$ cat src/rtl/multicycle_control_unit.sv
// multicycle_control_unit: Moore FSM that sequences the multicycle MIPS datapath
// through fetch/decode/execute/memory/writeback, with a ready handshake and a
// wait-counter timeout on memory accesses.
// Optional build macro: MCU_BNE_EN -- decode opcode 000101 (BNE) as a branch
// taken on ~Zero. Without it, 000101 is treated as an illegal opcode.
module multicycle_control_unit #(
  parameter int INSTR_W = 32,
  parameter int TIMEOUT = 16,
  parameter int CNT_W   = 8
) (
  input  logic               clk,
  input  logic               rst_n,
  input  logic [INSTR_W-1:0] Instr,
  input  logic               Zero,
  input  logic               mem_ready,
  output logic               mem_req,
  output logic               IorD,
  output logic               MemWrite,
  output logic               IRWrite,
  output logic               RegDst,
  output logic               MemtoReg,
  output logic               RegWrite,
  output logic               AluSrcA,
  output logic [1:0]         AluSrcB,
  output logic [1:0]         ALUOp,
  output logic [1:0]         PCSrc,
  output logic               PCWrite,
  output logic               PCEn,
  output logic               illegal,
  output logic               bus_err,
  output logic [3:0]         state
);

  typedef enum logic [3:0] {
    S_FETCH  = 4'd0,
    S_DECODE = 4'd1,
    S_MEMADR = 4'd2,
    S_MEMRD  = 4'd3,
    S_MEMWB  = 4'd4,
    S_MEMWR  = 4'd5,
    S_EXEC   = 4'd6,
    S_ALUWB  = 4'd7,
    S_BRANCH = 4'd8,
    S_ADDIWB = 4'd9,
    S_JUMP   = 4'd10
  } state_t;

  localparam logic [5:0] OP_RTYPE = 6'b000000;
  localparam logic [5:0] OP_LW    = 6'b100011;
  localparam logic [5:0] OP_SW    = 6'b101011;
  localparam logic [5:0] OP_BEQ   = 6'b000100;
  localparam logic [5:0] OP_ADDI  = 6'b001000;
  localparam logic [5:0] OP_J     = 6'b000010;
`ifdef MCU_BNE_EN
  localparam logic [5:0] OP_BNE   = 6'b000101;
`endif
  localparam logic [CNT_W-1:0] CNT_LAST = CNT_W'(TIMEOUT - 1);

  state_t           r_state;
  state_t           w_next;
  logic [CNT_W-1:0] r_cnt;
  logic             r_mem_req, r_iord, r_alu_src_a, r_reg_dst, r_mem_to_reg, r_reg_write;
  logic [1:0]       r_alu_src_b, r_alu_op, r_pc_src;
  // State flags for the outputs that are additionally qualified by inputs.
  logic             r_in_fetch, r_in_memwr, r_in_branch, r_in_jump;
`ifdef MCU_BNE_EN
  logic             r_is_bne;
`endif
  logic [5:0]       w_op;
  logic             w_timeout, w_illegal, w_br_taken;
  logic             w_unused;

  assign w_op     = Instr[INSTR_W-1 -: 6];
  assign w_unused = ^Instr[INSTR_W-7:0];

  // A memory wait gives up once the counter has seen TIMEOUT-1 idle cycles;
  // a ready arriving in that same cycle still completes the access.
  assign w_timeout = r_mem_req && !mem_ready && (r_cnt == CNT_LAST);

  // Next-state decode; opcode is only looked at in DECODE and MEMADR.
  always_comb begin
    w_next    = S_FETCH;
    w_illegal = 1'b0;
    case (r_state)
      S_FETCH:  w_next = mem_ready ? S_DECODE : S_FETCH;
      S_DECODE: begin
        case (w_op)
          OP_LW, OP_SW, OP_ADDI: w_next = S_MEMADR;
          OP_RTYPE:              w_next = S_EXEC;
          OP_BEQ:                w_next = S_BRANCH;
          OP_J:                  w_next = S_JUMP;
`ifdef MCU_BNE_EN
          OP_BNE:                w_next = S_BRANCH;
`endif
          default: begin
            w_next    = S_FETCH;
            w_illegal = 1'b1;
          end
        endcase
      end
      S_MEMADR: begin
        case (w_op)
          OP_LW:   w_next = S_MEMRD;
          OP_SW:   w_next = S_MEMWR;
          OP_ADDI: w_next = S_ADDIWB;
          default: w_next = S_FETCH;
        endcase
      end
      S_MEMRD:  w_next = mem_ready ? S_MEMWB : S_MEMRD;
      S_MEMWR:  w_next = mem_ready ? S_FETCH : S_MEMWR;
      S_EXEC:   w_next = S_ALUWB;
      default:  w_next = S_FETCH;
    endcase
    if (w_timeout) w_next = S_FETCH;
  end

  // State, wait counter and Moore outputs, registered from the next state.
  always_ff @(posedge clk or negedge rst_n) begin
    if (!rst_n) begin
      r_state      <= S_FETCH;
      r_cnt        <= '0;
      r_mem_req    <= 1'b1;
      r_iord       <= 1'b0;
      r_alu_src_a  <= 1'b0;
      r_alu_src_b  <= 2'b01;
      r_alu_op     <= 2'b00;
      r_pc_src     <= 2'b00;
      r_reg_dst    <= 1'b0;
      r_mem_to_reg <= 1'b0;
      r_reg_write  <= 1'b0;
      r_in_fetch   <= 1'b1;
      r_in_memwr   <= 1'b0;
      r_in_branch  <= 1'b0;
      r_in_jump    <= 1'b0;
`ifdef MCU_BNE_EN
      r_is_bne     <= 1'b0;
`endif
    end else begin
      r_state <= w_next;
      if ((w_next != r_state) || w_timeout)
        r_cnt <= '0;
      else if (r_mem_req && !mem_ready)
        r_cnt <= r_cnt + CNT_W'(1);
`ifdef MCU_BNE_EN
      // BRANCH no longer looks at Instr, so remember which flavour was decoded.
      if (r_state == S_DECODE) r_is_bne <= (w_op == OP_BNE);
`endif
      r_mem_req    <= 1'b0;
      r_iord       <= 1'b0;
      r_alu_src_a  <= 1'b0;
      r_alu_src_b  <= 2'b00;
      r_alu_op     <= 2'b00;
      r_pc_src     <= 2'b00;
      r_reg_dst    <= 1'b0;
      r_mem_to_reg <= 1'b0;
      r_reg_write  <= 1'b0;
      r_in_fetch   <= 1'b0;
      r_in_memwr   <= 1'b0;
      r_in_branch  <= 1'b0;
      r_in_jump    <= 1'b0;
      case (w_next)
        S_FETCH:  begin r_mem_req <= 1'b1; r_alu_src_b <= 2'b01; r_in_fetch <= 1'b1; end
        S_DECODE: r_alu_src_b <= 2'b11;
        S_MEMADR: begin r_alu_src_a <= 1'b1; r_alu_src_b <= 2'b10; end
        S_MEMRD:  begin r_mem_req <= 1'b1; r_iord <= 1'b1; end
        S_MEMWB:  begin r_mem_to_reg <= 1'b1; r_reg_write <= 1'b1; end
        S_MEMWR:  begin r_mem_req <= 1'b1; r_iord <= 1'b1; r_in_memwr <= 1'b1; end
        S_EXEC:   begin r_alu_src_a <= 1'b1; r_alu_op <= 2'b10; end
        S_ALUWB:  begin r_reg_dst <= 1'b1; r_reg_write <= 1'b1; end
        S_BRANCH: begin
          r_alu_src_a <= 1'b1;
          r_alu_op    <= 2'b01;
          r_pc_src    <= 2'b01;
          r_in_branch <= 1'b1;
        end
        S_ADDIWB: r_reg_write <= 1'b1;
        S_JUMP:   begin r_pc_src <= 2'b10; r_in_jump <= 1'b1; end
        default:  ;
      endcase
    end
  end

`ifdef MCU_BNE_EN
  assign w_br_taken = r_in_branch && (r_is_bne ? !Zero : Zero);
`else
  assign w_br_taken = r_in_branch && Zero;
`endif

  assign mem_req  = r_mem_req;
  assign IorD     = r_iord;
  assign AluSrcA  = r_alu_src_a;
  assign AluSrcB  = r_alu_src_b;
  assign ALUOp    = r_alu_op;
  assign PCSrc    = r_pc_src;
  assign RegDst   = r_reg_dst;
  assign MemtoReg = r_mem_to_reg;
  assign RegWrite = r_reg_write;
  assign IRWrite  = r_in_fetch && mem_ready;
  assign PCWrite  = (r_in_fetch && mem_ready) || r_in_jump;
  assign MemWrite = r_in_memwr && mem_ready;
  assign PCEn     = PCWrite || w_br_taken;
  assign illegal  = w_illegal;
  assign bus_err  = w_timeout && rst_n;
  assign state    = r_state;

endmodule

$ cat config.mk
export PLATFORM = sky130hd
export DESIGN_NAME = multicycle_control_unit
export DESIGN_NICKNAME = d
export VERILOG_FILES = /design/src/rtl/multicycle_control_unit.sv
export SDC_FILE = /design/constraint.sdc
export NUM_CORES = 1
export LEC_CHECK = 0
export CORE_MARGIN = 1.5
export CORE_UTILIZATION = 39
export DETAILED_ROUTE_END_ITERATION = 10
export GPL_TIMING_DRIVEN = 0
export PLACE_DENSITY = 0.75
export SYNTH_ARGS = -nofsm -noshare
export SYNTH_HDL_FRONTEND = slang
export SYNTH_SLANG_ARGS = --single-unit
$ cat constraint.sdc
create_clock -name clk -period 2 [get_ports clk]
set_input_delay 0.3 -clock clk [delete_from_list [all_inputs] [get_ports clk]]
set_output_delay 0.3 -clock clk [all_outputs]
set_load 0.005 [all_outputs]
==> flow_summary_export.csv, run 1 <==
group,metric,value,unit
logic_synthesis,postSynth.topFlopCell,"sky130_fd_sc_hd__dfrtp_1",
cells_and_area,layout.core_utilization,62.63,%
logic_synthesis,count_of_flip_flops_with_a_built_in_enable_after_synthesis,0,
grt,grt_antenna_before_repair,0,
timing,tightest_slew,633.7,ps
logic_synthesis,mappedNetlistArea,0.001521,sq mm
pwr,powerDensity,502.4,mW/mm^2
detailed_routing,detailedRoute.firstPassIterationCount,4,
timing,setup-violations-final,17,
placed_design,worst_setup_slack_before_clock_tree_synthesis,-826.7,ps
logic_synthesis,synth.area.top_cells,"sky130_fd_sc_hd__dfrtp_1 38%, sky130_fd_sc_hd__dfstp_2 5.2%, sky130_fd_sc_hd__nor2_1 4.2%",
die,dieArea,0.004285,sq mm
setup_path,worstSetupPathType,"flop to flop",
cells_and_area,postLayoutCellArea,0.002327,sq mm
die,design.core.area,0.003716,sq mm
logic_synthesis,syn-instance-count,159,
cts,clock_tree_from_tritoncts,"yes",
setup_path,critical_path.startpoint_type,"flop",
cells_and_area,flow.area_growth_from_synthesis,52.96,%
pwr,vdd.ir_drop.worst,542.5,uV
detailed_routing,via_count,1421,
setup_path,cp_cell_sequence,"or4b_4 > buf_4 > nor4_4 > nor3_1 > o221ai_4 > nor2_1",
logic_synthesis,commonest_cells_in_the_synthesized_netlist,"23 x sky130_fd_sc_hd__dfrtp_1, 17 x sky130_fd_sc_hd__nor2_1, 12 x sky130_fd_sc_hd__nor3_1",
logic_synthesis,post_synth_cell_types,47,
flow_run,max_cap_viol_count,0,
timing,timing.hold.ws,133.2,ps
logic_synthesis,sequential_area_share_after_synthesis,43.01,%
setup_path,critical_path.n_buffers_inverters,1,
cts,cts-buffers-inserted,3,
die,initial_core_util,40.94,%
pwr,static_leakage_power,0.9854,nW
detailed_routing,routed_via_density,5.486,
timing,fmax,464.9,MHz
timing,final_period_minus_worst_setup_slack,2151,ps
placed_design,port_buffers,30,
cells_and_area,fill_cells,297,
logic_synthesis,postSynth.asyncResetShare,100.0,%
grt,grt.overflow.total,0,
detailed_routing,detailedRoute.firstIterationViolations,51,
timing,rsz_0062_raised_after_global_routing,"yes",
timing,timing.final.max_slew_violations,0,
placed_design,detailed_place_hpwl,2.533,mm
die,placement_rows,22,
setup_path,critical-path-slowest-cell,"sky130_fd_sc_hd__or4b_4",
cts,clkLatencyLatePin,260,ps
grt,grt_first_pass_wirelength,6.299,mm
timing,report.final.hold_viol_count,0,
detailed_routing,ant_nets,0,
cts,ctsRootBufferMaster,"sky130_fd_sc_hd__clkbuf_8",
detailed_routing,routed_wl,3.927,mm
cts,clk_path_buf_depth,2,
status,failing_checks,"negative setup slack",
placed_design,place_area,0.001898,sq mm
timing,setup_ws,-151.2,ps
cells_and_area,nNetsFinal,249,
placed_design,globalplace.congestion,0.8521,
logic_synthesis,post_synthesis_cell_type_with_the_largest_combined_area,"sky130_fd_sc_hd__dfrtp_1",
die,io-pin-count,58,
worst_hold_path,worst_hold_path_type,"primary input to async pin",
timing,max-slew-margin-rel,57.75,%
timing,layout_worst_path_cycle_share,107.6,%
timing,fin_skew,4.401,ps
setup_path,crit_path_max_incr_delay,560,ps
detailed_routing,drc_errors,0,
status,outcome,"complete, but fails checks",
logic_synthesis,yosys.area.top_type_share,37.83,%
grt,grt_max_degree,28,
setup_path,worst-endpoint-required,2150,ps
cts,clk_slew_on_worst_s_h_paths,80,ps
setup_path,crit_path_max_fanout,8,
detailed_routing,drt-wirelength-per-cell,15.16,um
timing,fin_setup_tns,-1427,ps
logic_synthesis,yosys_register_bits,26,
die,floorplan.die.height,65.46,um
die,dieWidth,65.46,um
grt,grtUsageTotal,18.97,%
cts,tritoncts_num_sinks,26,
cts,htree_levels,1,
setup_path,timing.reg2reg.setup_slack,-150,ps
logic_synthesis,yosysWarnings,0,
cells_and_area,diodes,0,
logic_synthesis,yosysMostFrequentCell,"sky130_fd_sc_hd__dfrtp_1",
setup_path,end_kind,"flop",
cells_and_area,post_route_cells_drive_above_1_share,37.91,%
setup_path,timing.critical_path.arrival,2300,ps
grt,grt_pass1_vias,1404,
logic_synthesis,synth_fp_nets,196,
setup_path,timing.critical_path.max_delay_family,"simple AND/OR/NAND/NOR gates",
logic_synthesis,post_synth.cell_area_avg,9.569,sq um
==> power by group <==
group	internal, mW	leakage (nW)	switching [mW]	total, mW
Combinational	0.138	0.609	0.139	0.277
Clock	0.176	0.0288	0.153	0.328
Sequential	0.550	0.347	0.0140	0.564
Total	0.864	0.985	0.306	1.17
==> final timing paths <==
check                      startpoint        to  depth (start not counted)
setup / recovery             state[3]  r_cnt[5]                          6
hold / removal                  rst_n  MemtoReg                          1
setup reg to reg             state[3]  r_cnt[5]                          6
hold reg to reg              r_cnt[7]  r_cnt[7]                          2
max in group asynchronous       rst_n  state[3]                          1
min in group clk             r_cnt[7]  r_cnt[7]                          2
==> flip-flops by register name, summed over array words and instances, names as in the netlist <==
register	count
state	4
r_in_branch	1
RegDst	1
IorD	1
PCSrc	1
mem_req	1
RegWrite	1
r_in_jump	1
AluSrcB	2
ALUOp	1
r_in_memwr	1
r_cnt	8
r_in_fetch	1
AluSrcA	1
MemtoReg	1
==> cells in the final DEF, fill, tap and decap left out, types with 2 or more instances in the layout <==
cell,n
sky130_fd_sc_hd__nand2_4,2
sky130_fd_sc_hd__nor4_1,2
sky130_fd_sc_hd__a21oi_1,4
sky130_fd_sc_hd__nor3_2,6
sky130_fd_sc_hd__dfrtp_1,22
sky130_fd_sc_hd__inv_1,8
sky130_fd_sc_hd__clkdlybuf4s15_2,4
sky130_fd_sc_hd__nor2_1,13
sky130_fd_sc_hd__nand3_1,5
sky130_fd_sc_hd__clkbuf_8,5
sky130_fd_sc_hd__or2_2,2
sky130_fd_sc_hd__xnor2_1,7
sky130_fd_sc_hd__or4b_4,2
sky130_fd_sc_hd__a21oi_2,2
sky130_fd_sc_hd__nand2_1,5
sky130_fd_sc_hd__buf_4,20
sky130_fd_sc_hd__dlygate4sd2_1,4
sky130_fd_sc_hd__dfstp_2,3
sky130_fd_sc_hd__o21ai_0,2
sky130_fd_sc_hd__or4_4,2
sky130_fd_sc_hd__mux2i_1,3
sky130_fd_sc_hd__nand2b_1,3
sky130_fd_sc_hd__clkdlybuf4s50_1,20
sky130_fd_sc_hd__and3_1,5
sky130_fd_sc_hd__nor2b_1,4
sky130_fd_sc_hd__nor2_2,4
sky130_fd_sc_hd__nor3_4,2
sky130_fd_sc_hd__a31oi_1,3
sky130_fd_sc_hd__or4bb_4,2
sky130_fd_sc_hd__and2_1,2
sky130_fd_sc_hd__nor3_1,5
==> final cells by class <==
cell class	instances	area (sq um)	area share (%)
well taps	48	60.06	2.581
flip-flops and latches	26	655.6	28.17
repair buffers	48	450.4	19.35
inverters	9	36.28	1.559
multi-input cells	118	1017	43.71
plain buffers	6	52.55	2.258
clock buffers	4	55.05	2.366
==> repair_timing <==
item,4_1_cts,5_1_grt
hold buffers,0,0
gates resized for setup,48,24
endpoints found under the setup margin,28,25
cloned,0,0
setup buffers,12,6
pin swaps,15,11
==> metrics by stage <==
step	instances	power, mW
2_1_floorplan	159	0.6948
3_3_place_gp	237	0.7927
3_5_place_dp	237	0.7960
4_1_cts	253	1.148
5_1_grt	259	1.223
6_report	259	1.169
==> logic make-up after synthesis <==
group	share of synthesized area [%]
AO/OA/AOI/OAI	15.79
adder cells (fa/ha/maj)	0.8222
AND/OR/NAND/NOR	27.96
multiplexers	3.454
buffers and inverters	4.358
flip-flops	43.01
XOR/XNOR	4.605
==> routing by layer <==
layer | up-vias | GRT usage (%) | routed length, um
met1 | 697 | 23.62 | 1687
met2 | 42 | 33.67 | 1999
met5 | - | 0 | 0
met4 | 0 | 3.385 | 50
met3 | 6 | 4.623 | 189
li1 | 676 | - | -
Power figures use the tool's default switching activity.
==> inputs of run 2 (changes only) <==
Settings changed: GPL_ROUTABILITY_DRIVEN set to 1.
==> results of run 2 <==
The final DEF is identical to that of run 1; final timing and power are the same.
==> inputs of run 3 (changes only) <==
Settings changed: GPL_TIMING_DRIVEN 0 to unset, PLACE_DENSITY 0.75 to unset, PLACE_DENSITY_LB_ADDON set to 0.15, SKIP_LAST_GASP set to 1.
==> run 3 against run 2 <==
The run still ends with negative setup slack left. Clock power up 5%. First-iteration DRC count up 47%. Cell count up 9.7%. Sequential cell count unchanged. Hold slack better by 310 ps.
==> flow_summary_export.csv, run 3 (same netlist as run 1, synthesis figures left out) <==
group,metric,value,unit
cells_and_area,layout_commonest_cell,"sky130_fd_sc_hd__buf_4",
cells_and_area,finish.cell_count_without_fillers,284,
grt,grt.overflow.total,0,
status,outcome,"complete, but fails checks",
die,floorplan.die.height,65.46,um
pwr,vdd.ir_drop.worst,416.9,uV
pwr,powerDensity,482.7,mW/mm^2
cts,cts-buffers-inserted,3,
setup_path,timing.critical_path.arrival,2420,ps
timing,tightest_slew,430.2,ps
timing,fmax,446.3,MHz
die,placement_rows,22,
worst_hold_path,worst_hold_path_type,"primary input to async pin",
cts,htree_levels,1,
cells_and_area,flow.area_growth_from_synthesis,66.12,%
setup_path,worst-endpoint-required,2180,ps
setup_path,worstSetupPathType,"flop to flop",
cts,clk_slew_on_worst_s_h_paths,90,ps
timing,report.final.hold_viol_count,0,
pwr,combPwrFrac,25.8,%
placed_design,port_buffers,31,
pwr,finalPower,1.220,mW
detailed_routing,routed_wl,4.695,mm
pwr,switching_share,27.48,%
cells_and_area,layout.core_utilization,68.01,%
flow_run,max_cap_viol_count,0,
die,design.core.area,0.003716,sq mm
placed_design,globalplace.congestion,0.8566,
timing,timing.hold.ws,439.1,ps
grt,grt_antenna_before_repair,0,
placed_design,worst_setup_slack_before_clock_tree_synthesis,-499.9,ps
cts,tritoncts_num_sinks,26,
placed_design,number_of_cells_after_detailed_placement,275,
detailed_routing,via_count,1554,
pwr,part_of_the_power_in_the_clock_network,28.2,%
die,dieArea,0.004285,sq mm
die,initial_core_util,40.94,%
setup_path,end_kind,"flop",
detailed_routing,routed_via_density,5.472,
pwr,seq_power_share,46.0,%
setup_path,critical_path.startpoint_type,"flop",
cells_and_area,largest_register_ff_count,8,
cts,hold_fix_buffers_at_cts,0,
grt,grt_max_degree,27,
timing,rsz_0062_raised_after_global_routing,"yes",
cts,ctsRootBufferMaster,"sky130_fd_sc_hd__clkbuf_8",
die,io-pin-count,58,
status,failing_checks,"negative setup slack",
detailed_routing,drc_errors,0,
timing,setup_ws,-240.6,ps
cells_and_area,diodes,0,
setup_path,r2r_start,"state[2]",
pwr,static_leakage_power,1.112,nW
grt,grtUsageTotal,22.49,%
setup_path,worstRegToRegCells,7,
timing,final_period_minus_worst_setup_slack,2241,ps
setup_path,timing.reg2reg.setup_slack,-240,ps
cells_and_area,top_register,"r_cnt",
grt,grt_first_pass_wirelength,7.410,mm
detailed_routing,detailedRoute.firstIterationViolations,75,
timing,setup-violations-final,18,
pwr,p_switching,0.3353,mW
die,dieWidth,65.46,um
cells_and_area,post_route_cells_drive_above_1_share,42.80,%
detailed_routing,drt-wirelength-per-cell,16.53,um
detailed_routing,detailedRoute.firstPassIterationCount,4,
timing,fin_skew,4.235,ps
cells_and_area,mostFrequentLayoutCells,"44 x sky130_fd_sc_hd__buf_4, 23 x sky130_fd_sc_hd__dfrtp_1, 23 x sky130_fd_sc_hd__clkdlybuf4s50_1",
cts,clkLatencyLatePin,270,ps
setup_path,crit_path_max_fanout,3,
cells_and_area,nNetsFinal,274,
timing,max-slew-margin-rel,71.06,%
cts,clock_tree_from_tritoncts,"yes",
setup_path,reg2reg_to,"mem_req",
detailed_routing,ant_nets,0,
pwr,internal-power,0.8847,mW
grt,grt_pass1_vias,1534,
timing,layout_worst_path_cycle_share,112.0,%
placed_design,detailed_place_hpwl,3.353,mm
cells_and_area,fill_cells,302,
timing,timing.final.max_slew_violations,0,
cts,clk_path_buf_depth,2,
-- run 3: through the flow --
| stage | setup TNS, ps | area (sq um) |
|---|---|---|
| after global routing | -4457 | 2527 |
| after CTS | -2107 | 2344 |
| after global placement | -9795 | 2198 |
| after floorplan | -258.5 | 1538 |
| final | -3060 | 2527 |
| after detailed placement | -11000 | 2198 |
-- run 3: power groups by stage --
stage               combinational, mW  sequential (mW)  clock (mW)
CTS                             0.286            0.561       0.348
finish                          0.315            0.562       0.343
detailed placement              0.278            0.572           0
floorplan                       0.123            0.572           0
global route                    0.341            0.564       0.365
global placement                0.272            0.572           0
-- run 3: area by class of cell --
| type | instances | area [sq um] | share of cell area, % |
|---|---|---|---|
| Multi-Input combinational cell | 118 | 1030 | 40.74 |
| Timing Repair Buffer | 79 | 691.9 | 27.38 |
| Sequential cell | 26 | 654.4 | 25.89 |
| Tap cell | 48 | 60.06 | 2.376 |
| Clock buffer | 4 | 55.05 | 2.178 |
| Inverter | 9 | 36.28 | 1.436 |
-- run 3: worst max-delay path: stages (launching register included) --
cell,delay [ps]
sky130_fd_sc_hd__dfrtp_1,390
sky130_fd_sc_hd__or4b_4,570
sky130_fd_sc_hd__a2111oi_4,330
sky130_fd_sc_hd__buf_4,180
sky130_fd_sc_hd__buf_4,110
sky130_fd_sc_hd__a221o_2,180
sky130_fd_sc_hd__mux2i_1,110
sky130_fd_sc_hd__o31ai_1,280
-- run 3: worst max-delay path by stage --
| stage | from | end | cells past startpoint |
|---|---|---|---|
| 2_1_floorplan | state[2] | r_cnt[0] | 6 |
| 3_3_place_gp | Instr[27] | r_cnt[6] | 9 |
| 3_5_place_dp | Instr[29] | r_in_branch | 7 |
| 4_1_cts | Instr[31] | illegal | 5 |
| 5_1_grt | state[2] | r_cnt[2] | 7 |
| 6_report | state[2] | mem_req | 7 |
-- run 3: metal layers --
metal  vias up  GRT usage, %  routed length [um]
met5         -             0                   0
met4         0         3.125                  57
met3         8         4.452                 212
met2        42         38.52                2390
met1       779         30.22                2034
li1        725             -                   -
-- run 3: repair_timing --
item / 4_1_cts / 5_1_grt
setup endpoints to repair: 27 / 25
setup buffers: 2 / 3
endpoints found under the hold margin: 0 / 0
pin swaps: 5 / 12
resized for setup: 23 / 34
